### src/rtl/snake_pkg.sv
// snake_pkg: types and constants shared by the snake motion block and its
// interface.
//   dir_t   : committed / requested travel direction (UP=0, DOWN=1, LEFT=2, RIGHT=3)
//   state_t : play state machine (IDLE, RUN, DEAD)
//   screen size, cell pitch and history slot width
package snake_pkg;

  typedef enum logic [1:0] {
    UP    = 2'd0,
    DOWN  = 2'd1,
    LEFT  = 2'd2,
    RIGHT = 2'd3
  } dir_t;

  typedef enum logic [1:0] {
    IDLE = 2'd0,
    RUN  = 2'd1,
    DEAD = 2'd2
  } state_t;

  localparam int SCREEN_W = 640;
  localparam int SCREEN_H = 480;
  localparam int CELL     = 10;
  localparam int SLOT_W   = 10;

  // Direction the head would have to reverse into; such requests are dropped.
  function automatic dir_t opposite_dir(input dir_t d);
    case (d)
      UP:      return DOWN;
      DOWN:    return UP;
      LEFT:    return RIGHT;
      RIGHT:   return LEFT;
      default: return LEFT;
    endcase
  endfunction

endpackage

### src/rtl/snake_motion_if.sv
// snake_motion_if: control inputs and position/score outputs of snake_motion.
//   master modport: producer of start/buttons/eat/GameOver, consumer of the outputs
//   slave modport : snake_motion side
//   start, btn_*, eat, GameOver : 1-bit controls
//   snakex/snakey : head position, SLOT_W bits each
//   storex/storey : SLOTS x SLOT_W history, slot k at [SLOT_W*k +: SLOT_W]
//   score (8 bits), running (1 bit)
interface snake_motion_if #(
  parameter int SLOTS = 20
);
  import snake_pkg::*;

  logic                      start;
  logic                      btn_up;
  logic                      btn_down;
  logic                      btn_left;
  logic                      btn_right;
  logic                      eat;
  logic                      GameOver;
  logic [SLOT_W-1:0]         snakex;
  logic [SLOT_W-1:0]         snakey;
  logic [SLOTS*SLOT_W-1:0]   storex;
  logic [SLOTS*SLOT_W-1:0]   storey;
  logic [7:0]                score;
  logic                      running;

  modport master (
    output start, btn_up, btn_down, btn_left, btn_right, eat, GameOver,
    input  snakex, snakey, storex, storey, score, running
  );

  modport slave (
    input  start, btn_up, btn_down, btn_left, btn_right, eat, GameOver,
    output snakex, snakey, storex, storey, score, running
  );

endinterface

### src/rtl/snake_motion_step_timer.sv
// step_timer: free-running divider that paces game steps.
//   vga_clk : clock
//   reset   : synchronous active-high reset
//   enable  : count while high
//   clear   : force the count to zero (wins over enable)
//   tick    : high for the one cycle in which the count equals STEP_DIV-1
module step_timer #(
  parameter int STEP_DIV = 2500000
) (
  input  logic vga_clk,
  input  logic reset,
  input  logic enable,
  input  logic clear,
  output logic tick
);

  localparam int               CNT_W = (STEP_DIV > 2) ? $clog2(STEP_DIV) : 1;
  localparam logic [CNT_W-1:0] LAST  = CNT_W'(STEP_DIV - 1);

  logic [CNT_W-1:0] cnt_q;
  logic [CNT_W-1:0] cnt_d;
  logic             tick_q;
  logic             tick_d;

  // Next count; tick is registered from the next count so it lines up with cnt_q.
  always_comb begin
    cnt_d = cnt_q;
    if (clear) begin
      cnt_d = '0;
    end else if (enable) begin
      if (cnt_q == LAST) begin
        cnt_d = '0;
      end else begin
        cnt_d = cnt_q + CNT_W'(1);
      end
    end else begin
      cnt_d = cnt_q;
    end
    tick_d = (cnt_d == LAST);
  end

  // Counter and tick registers.
  always_ff @(posedge vga_clk) begin
    if (reset) begin
      cnt_q  <= '0;
      tick_q <= 1'b0;
    end else begin
      cnt_q  <= cnt_d;
      tick_q <= tick_d;
    end
  end

  assign tick = tick_q;

endmodule

### src/rtl/snake_motion.sv
// snake_motion: moves the snake head one cell per game step, keeps the
// position history and score, and freezes on GameOver.
//   vga_clk : clock
//   reset   : synchronous active-high reset
//   bus     : snake_motion_if slave (controls in; snakex/snakey/storex/storey/
//             score/running out, all registered)
module snake_motion
  import snake_pkg::*;
#(
  parameter int STEP_DIV  = 2500000,
  parameter int CELL      = snake_pkg::CELL,
  parameter int START_X   = SCREEN_W / 2,
  parameter int START_Y   = SCREEN_H / 2,
  parameter int SLOTS     = 20,
  parameter int MAX_SCORE = SLOTS - 2
) (
  input  logic          vga_clk,
  input  logic          reset,
  snake_motion_if.slave bus
);

  localparam int                HIST_W   = SLOTS * SLOT_W;
  localparam logic [SLOT_W-1:0] CELL_V   = SLOT_W'(CELL);
  localparam logic [SLOT_W-1:0] START_XV = SLOT_W'(START_X);
  localparam logic [SLOT_W-1:0] START_YV = SLOT_W'(START_Y);
  localparam logic [HIST_W-1:0] HIST_X0  = {SLOTS{START_XV}};
  localparam logic [HIST_W-1:0] HIST_Y0  = {SLOTS{START_YV}};
  localparam logic [7:0]        MAX_V    = 8'(MAX_SCORE);

  state_t            state_q,  state_d;
  dir_t              dir_q,    dir_d;
  dir_t              next_dir_q, next_dir_d;
  logic              grow_q,   grow_d;
  logic [SLOT_W-1:0] snakex_q, snakex_d;
  logic [SLOT_W-1:0] snakey_q, snakey_d;
  logic [HIST_W-1:0] storex_q, storex_d;
  logic [HIST_W-1:0] storey_q, storey_d;
  logic [7:0]        score_q,  score_d;
  logic              running_q, running_d;

  logic              tick;
  logic              req_vld;
  dir_t              req_dir;
  dir_t              sampled_dir;
  logic              grow_now;
  logic [SLOT_W-1:0] head_x;
  logic [SLOT_W-1:0] head_y;

  // Counter only advances in RUN and sits at zero elsewhere, so entry into RUN
  // always starts a fresh step.
  step_timer #(
    .STEP_DIV(STEP_DIV)
  ) u_step_timer (
    .vga_clk(vga_clk),
    .reset  (reset),
    .enable (state_q == RUN),
    .clear  (state_q != RUN),
    .tick   (tick)
  );

  // Button priority up > down > left > right; reversal checked against the
  // committed direction so two turns in one step cannot fold back.
  always_comb begin
    req_vld = 1'b1;
    req_dir = RIGHT;
    if (bus.btn_up) begin
      req_dir = UP;
    end else if (bus.btn_down) begin
      req_dir = DOWN;
    end else if (bus.btn_left) begin
      req_dir = LEFT;
    end else if (bus.btn_right) begin
      req_dir = RIGHT;
    end else begin
      req_vld = 1'b0;
    end
    if (req_vld && (req_dir != opposite_dir(dir_q))) begin
      sampled_dir = req_dir;
    end else begin
      sampled_dir = next_dir_q;
    end
  end

  // Candidate head for this step; 10-bit wraparound is intentional.
  always_comb begin
    head_x = snakex_q;
    head_y = snakey_q;
    case (sampled_dir)
      UP:      head_y = snakey_q - CELL_V;
      DOWN:    head_y = snakey_q + CELL_V;
      LEFT:    head_x = snakex_q - CELL_V;
      RIGHT:   head_x = snakex_q + CELL_V;
      default: head_x = snakex_q;
    endcase
  end

  assign grow_now = grow_q | bus.eat;

  // Play FSM, step move, history shift and scoring.
  always_comb begin
    state_d    = state_q;
    dir_d      = dir_q;
    next_dir_d = next_dir_q;
    grow_d     = grow_q;
    snakex_d   = snakex_q;
    snakey_d   = snakey_q;
    storex_d   = storex_q;
    storey_d   = storey_q;
    score_d    = score_q;
    case (state_q)
      IDLE: begin
        if (bus.start) begin
          state_d = RUN;
        end else begin
          state_d = IDLE;
        end
      end
      RUN: begin
        // GameOver wins over a same-cycle tick: nothing moves on that edge.
        if (bus.GameOver) begin
          state_d = DEAD;
        end else begin
          state_d    = RUN;
          next_dir_d = sampled_dir;
          grow_d     = grow_now;
          if (tick) begin
            dir_d    = sampled_dir;
            snakex_d = head_x;
            snakey_d = head_y;
            storex_d = {storex_q[HIST_W-SLOT_W-1:0], head_x};
            storey_d = {storey_q[HIST_W-SLOT_W-1:0], head_y};
            grow_d   = 1'b0;
            if (grow_now && (score_q < MAX_V)) begin
              score_d = score_q + 8'd1;
            end else begin
              score_d = score_q;
            end
          end else begin
            dir_d = dir_q;
          end
        end
      end
      DEAD: begin
        if (bus.start) begin
          state_d    = IDLE;
          dir_d      = RIGHT;
          next_dir_d = RIGHT;
          grow_d     = 1'b0;
          snakex_d   = START_XV;
          snakey_d   = START_YV;
          storex_d   = HIST_X0;
          storey_d   = HIST_Y0;
          score_d    = 8'd0;
        end else begin
          state_d = DEAD;
        end
      end
      default: begin
        state_d = IDLE;
      end
    endcase
    running_d = (state_d == RUN);
  end

  // State and output registers.
  always_ff @(posedge vga_clk) begin
    if (reset) begin
      state_q    <= IDLE;
      dir_q      <= RIGHT;
      next_dir_q <= RIGHT;
      grow_q     <= 1'b0;
      snakex_q   <= START_XV;
      snakey_q   <= START_YV;
      storex_q   <= HIST_X0;
      storey_q   <= HIST_Y0;
      score_q    <= 8'd0;
      running_q  <= 1'b0;
    end else begin
      state_q    <= state_d;
      dir_q      <= dir_d;
      next_dir_q <= next_dir_d;
      grow_q     <= grow_d;
      snakex_q   <= snakex_d;
      snakey_q   <= snakey_d;
      storex_q   <= storex_d;
      storey_q   <= storey_d;
      score_q    <= score_d;
      running_q  <= running_d;
    end
  end

  assign bus.snakex  = snakex_q;
  assign bus.snakey  = snakey_q;
  assign bus.storex  = storex_q;
  assign bus.storey  = storey_q;
  assign bus.score   = score_q;
  assign bus.running = running_q;

endmodule

### src/flat_wrapper.sv
// flat-port wrapper written by rule: the top's interface ports become plain ports
module snake_motion_flat import snake_pkg::*;
#(
  parameter int STEP_DIV  = 2500000,
  parameter int CELL      = snake_pkg::CELL,
  parameter int START_X   = SCREEN_W / 2,
  parameter int START_Y   = SCREEN_H / 2,
  parameter int SLOTS     = 20,
  parameter int MAX_SCORE = SLOTS - 2
)
  (vga_clk, reset, bus_start, bus_btn_up, bus_btn_down, bus_btn_left, bus_btn_right, bus_eat, bus_GameOver, bus_snakex, bus_snakey, bus_storex, bus_storey, bus_score, bus_running);
  snake_motion_if #(.SLOTS(SLOTS)) bus_i ();
  input  logic vga_clk;
  input  logic reset;
  input wire logic [$bits(bus_i.start)-1:0] bus_start;
  input wire logic [$bits(bus_i.btn_up)-1:0] bus_btn_up;
  input wire logic [$bits(bus_i.btn_down)-1:0] bus_btn_down;
  input wire logic [$bits(bus_i.btn_left)-1:0] bus_btn_left;
  input wire logic [$bits(bus_i.btn_right)-1:0] bus_btn_right;
  input wire logic [$bits(bus_i.eat)-1:0] bus_eat;
  input wire logic [$bits(bus_i.GameOver)-1:0] bus_GameOver;
  output wire logic [$bits(bus_i.snakex)-1:0] bus_snakex;
  output wire logic [$bits(bus_i.snakey)-1:0] bus_snakey;
  output wire logic [$bits(bus_i.storex)-1:0] bus_storex;
  output wire logic [$bits(bus_i.storey)-1:0] bus_storey;
  output wire logic [$bits(bus_i.score)-1:0] bus_score;
  output wire logic [$bits(bus_i.running)-1:0] bus_running;
  assign bus_i.start = bus_start;
  assign bus_i.btn_up = bus_btn_up;
  assign bus_i.btn_down = bus_btn_down;
  assign bus_i.btn_left = bus_btn_left;
  assign bus_i.btn_right = bus_btn_right;
  assign bus_i.eat = bus_eat;
  assign bus_i.GameOver = bus_GameOver;
  assign bus_snakex = bus_i.snakex;
  assign bus_snakey = bus_i.snakey;
  assign bus_storex = bus_i.storex;
  assign bus_storey = bus_i.storey;
  assign bus_score = bus_i.score;
  assign bus_running = bus_i.running;
  snake_motion #(.STEP_DIV(STEP_DIV), .CELL(CELL), .START_X(START_X), .START_Y(START_Y), .SLOTS(SLOTS), .MAX_SCORE(MAX_SCORE)) u_core (.vga_clk(vga_clk), .reset(reset), .bus(bus_i));
endmodule
### config.mk
export PLATFORM = sky130hd
export DESIGN_NAME = snake_motion_flat
export DESIGN_NICKNAME = d
export VERILOG_FILES = /design/src/rtl/snake_pkg.sv /design/src/rtl/snake_motion_if.sv /design/src/rtl/snake_motion_step_timer.sv /design/src/rtl/snake_motion.sv /design/src/flat_wrapper.sv
export SDC_FILE = /design/constraint.sdc
export NUM_CORES = 1
export LEC_CHECK = 0
export BUFFER_PORTS_ARGS = -buffer_cell sky130_fd_sc_hd__buf_2
export CORE_AREA = 2 2 172 174
export CTS_BUF_LIST = sky130_fd_sc_hd__clkbuf_16
export DETAILED_ROUTE_END_ITERATION = 12
export DIE_AREA = 0 0 174 176
export MAX_ROUTING_LAYER = met4
export PLACE_DENSITY_LB_ADDON = 0.25
export SYNTH_ARGS = -nofsm -noshare
export SYNTH_HDL_FRONTEND = slang
export SYNTH_HIERARCHICAL = 1
export SYNTH_SLANG_ARGS = --single-unit
### constraint.sdc
create_clock -name vga_clk -period 7.6 [get_ports vga_clk]
set_input_delay 0.76 -clock vga_clk [delete_from_list [all_inputs] [get_ports vga_clk]]
set_output_delay 0.76 -clock vga_clk [all_outputs]
set_load 0.01 [all_outputs]
==> out/qor.csv <==
metric;value;unit
Critical Path Fanout Max;9;
Worst Skew;9.11;ps
Final Util;63.2;%
Inserted Diodes;0;
fill count;2431;
Detail Route Antenna Nets;0;
Yosys cell types;83;
chip width;174;um
synthesized flop and latch total;419;
combinational share of power;2.9;%
CTS tree;done;
fin crit share;44.5;%
CP Cell Sequence;and2b_1, o21ai_2, nand3_2, a31oi_2, inv_1, ha_1, nor2b_1, o21a_1, o21ai_0, a21oi_1, xnor2_1, o31a_1, a31oi_1;
root cell of the clock tree;clkbuf_16;
Skew-Pair Late Insertion Delay;520;ps
vias per std cell;5.55;
CTS Hold Buffers Added;0;
Die Ht;176;um
Max Cap Viol;0;
area grow syn2layout;22.2;%
cell taking the most area after synthesis;dfxtp_1;
clock network power share;46.4;%
commonest non-fill, non-tap cell in the layout;buf_2;
Max Root-Sink Buffers;3;
Via Count;11300;
max frequency;295;MHz
CP max stage delay;530;ps
worst path arrival time;3830;ps
asr flop ratio synth;0;%
final wirelength;38100;um
Crit-path slowest cell;dfxtp_1;
DR iter-0 viols;898;
synth top area cells;dfxtp_1 (57%), a22o_1 (14%), o22a_1 (6.8%);
cts repair resizes;0;
post-synthesis cell area;14800;um2
status;finished, final reports clean;
Pleak;7.82;nW
unrepaired setup endpoints after global routing;no;
DIE AREA;30600;um2
# setup viols final;0;
Post-synth EDFFs;0;
initial antenna violation count;0;
gpl congestion;0.893;
crit start category;flop;
largest net degree at the start of global routing;248;
multi-input logic area;5470;um2
Top FF cell, synth;dfxtp_1;
net load switching power;0.934;mW
Seq/Total Area, Yosys;56.9;%
sequential share of power;50.7;%
# IOs;438;
Worst VDD drop;0.000197;V
Post-CTS Setup Bufs;0;
Sw Ratio;21.4;%
Post-Layout Cell Count;2044;
Pre-antenna DRT Iters;5;
grt total ovfl;0;
Setup crit end kind;flop;
Crit path max-delay family;compound AO/OA/AOI/OAI gates;
Hold Violations, Final;0;
Mapped Cells;1278;
Starting Density;51.7;%
global-route wire length before repair;58500;um
vias in the first global route;10300;
layout cell share with drive strength beyond 1;31.8;%
PD cells;241;nW/um2
wire per inst;18.6;um
fin crit period;3390;ps
Hold Path Class;flop to flop;
FF/Latch Area;8390;um2
Worst Tran Pin Value;1190;ps
WS Path Type;flop to flop;
Remaining DRCs;0;
post-synth top area share;56.9;%
DP HPWL;26200;um
H-tree Lvls;2;
relative slew slack;20.5;%
Cells after DPL;1965;
Slew Viols, Final;0;
most frequent cells in the layout;buf_2 (435), dfxtp_1 (419), a22o_1 (243);
Bufs and invs on worst path;1;
setup TNS;0;ps
Tot GR Track Use;24.1;%
Num CTS Buffers;43;
std cell rows;62;
Port Buf Inserts;435;
CTS clk-pin slew, worst paths;60;ps
Mean Syn Cell Area;11.5;um2
Ys Warns;6;
Pint;3.42;mW
CTS Sinks;419;
area of the core;28500;um2
Data required, critical path;8050;ps
# nets final;1653;
==> Yosys cell counts, types with 15 or more instances <==
cell and count:
o22a_1 114, buf_2 59, a22o_1 243, clkbuf_1 19, o21ai_0 15, nor2_1 58
buf_4 43, xnor2_1 23, a21oi_1 24, inv_1 21, ha_1 16, nand2_1 31
dfxtp_1 419
==> power groups by stage <==
stage                     sequential (mW)  clock [mW]  combinational [mW]
final                                2.21        2.02               0.126
after global routing                 2.20        2.15               0.138
after CTS                            2.21        2.06               0.125
after detailed placement             2.25           0               0.124
after global placement               2.25           0               0.122
after floorplan                      2.25           0               0.110
==> worst paths after layout <==
kind                                 end              startpoint  depth (start not counted)  slack (ps)
hold / removal    u_core/bus.storex[196]  u_core/bus.storex[196]                          1         460
setup reg to reg    u_core/bus.storex[9]         u_core/dir_q[1]                         13        4210
setup / recovery    u_core/bus.storex[9]         u_core/dir_q[1]                         13        4210
hold reg to reg   u_core/bus.storex[196]  u_core/bus.storex[196]                          1         460
==> state kept, by name, summed over array words and instances (netlist names) <==
name	cells
u_core/next_dir_q	2
u_core/bus.storey	180
u_core/dir_q	2
u_core/bus.score	8
u_core/u_step_timer/cnt_q	22
u_core/state_q	2
u_core/bus.storex	200
u_core/grow_q	1
u_core/bus.running	1
u_core/u_step_timer/tick	1
==> per-layer routing <==
| metal | part of all wire, % | global-route usage (%) | up-vias | wire [um] |
|---|---|---|---|---|
| met5 | 0 | - | - | 0 |
| met4 | 2.9 | 7.39 | 0 | 1110 |
| met3 | 6.1 | 4.61 | 67 | 2330 |
| met2 | 47 | 37.8 | 398 | 17900 |
| met1 | 44 | 31.8 | 5426 | 16700 |
| li1 | - | - | 5456 | - |
==> cells by family (layout without fill, tap and decap cells) <==
family | count (synthesis) | in the layout | share of synthesized area, %
compound gates | 448 | 448 | 25.5
xor+xnor | 36 | 36 | 2.14
fa+ha+maj | 18 | 18 | 1.63
buf+inv | 159 | 540 | 6.26
flops | 419 | 419 | 56.9
mux | 8 | 8 | 0.551
other cells | 1 | 2 | 0.0254
simple gates | 189 | 189 | 7.06
==> worst reg2reg max path, cell delays in order (launching register included) <==
cell     delay (ps)
dfxtp_1         530
and2b_1         250
o21ai_2          70
nand3_2         150
a31oi_2         540
inv_1           160
ha_1            350
nor2b_1         140
o21a_1          160
o21ai_0         270
a21oi_1         130
xnor2_1         160
o31a_1          260
a31oi_1         150
==> through the flow <==
step	setup WS, ps	hold WS (ps)	power [mW]	area, um2
2_1_floorplan	4250	437	2.36	14800
3_3_place_gp	3870	440	2.38	16700
3_5_place_dp	3800	446	2.38	16700
4_1_cts	4250	460	4.39	18000
5_1_grt	4000	477	4.50	18000
6_report	4210	461	4.35	18000
==> layout make-up <==
cell class / instances / share of cell area, %
Timing Repair Buffer: 439 / 12.4
Tap cell: 384 / 2.66
Clock inverter: 34 / 1.40
Sequential cell: 419 / 46.5
Multi-Input combinational cell: 701 / 30.3
Clock buffer: 45 / 6.24
Inverter: 22 / 0.458
Power figures use the tool's default switching activity.
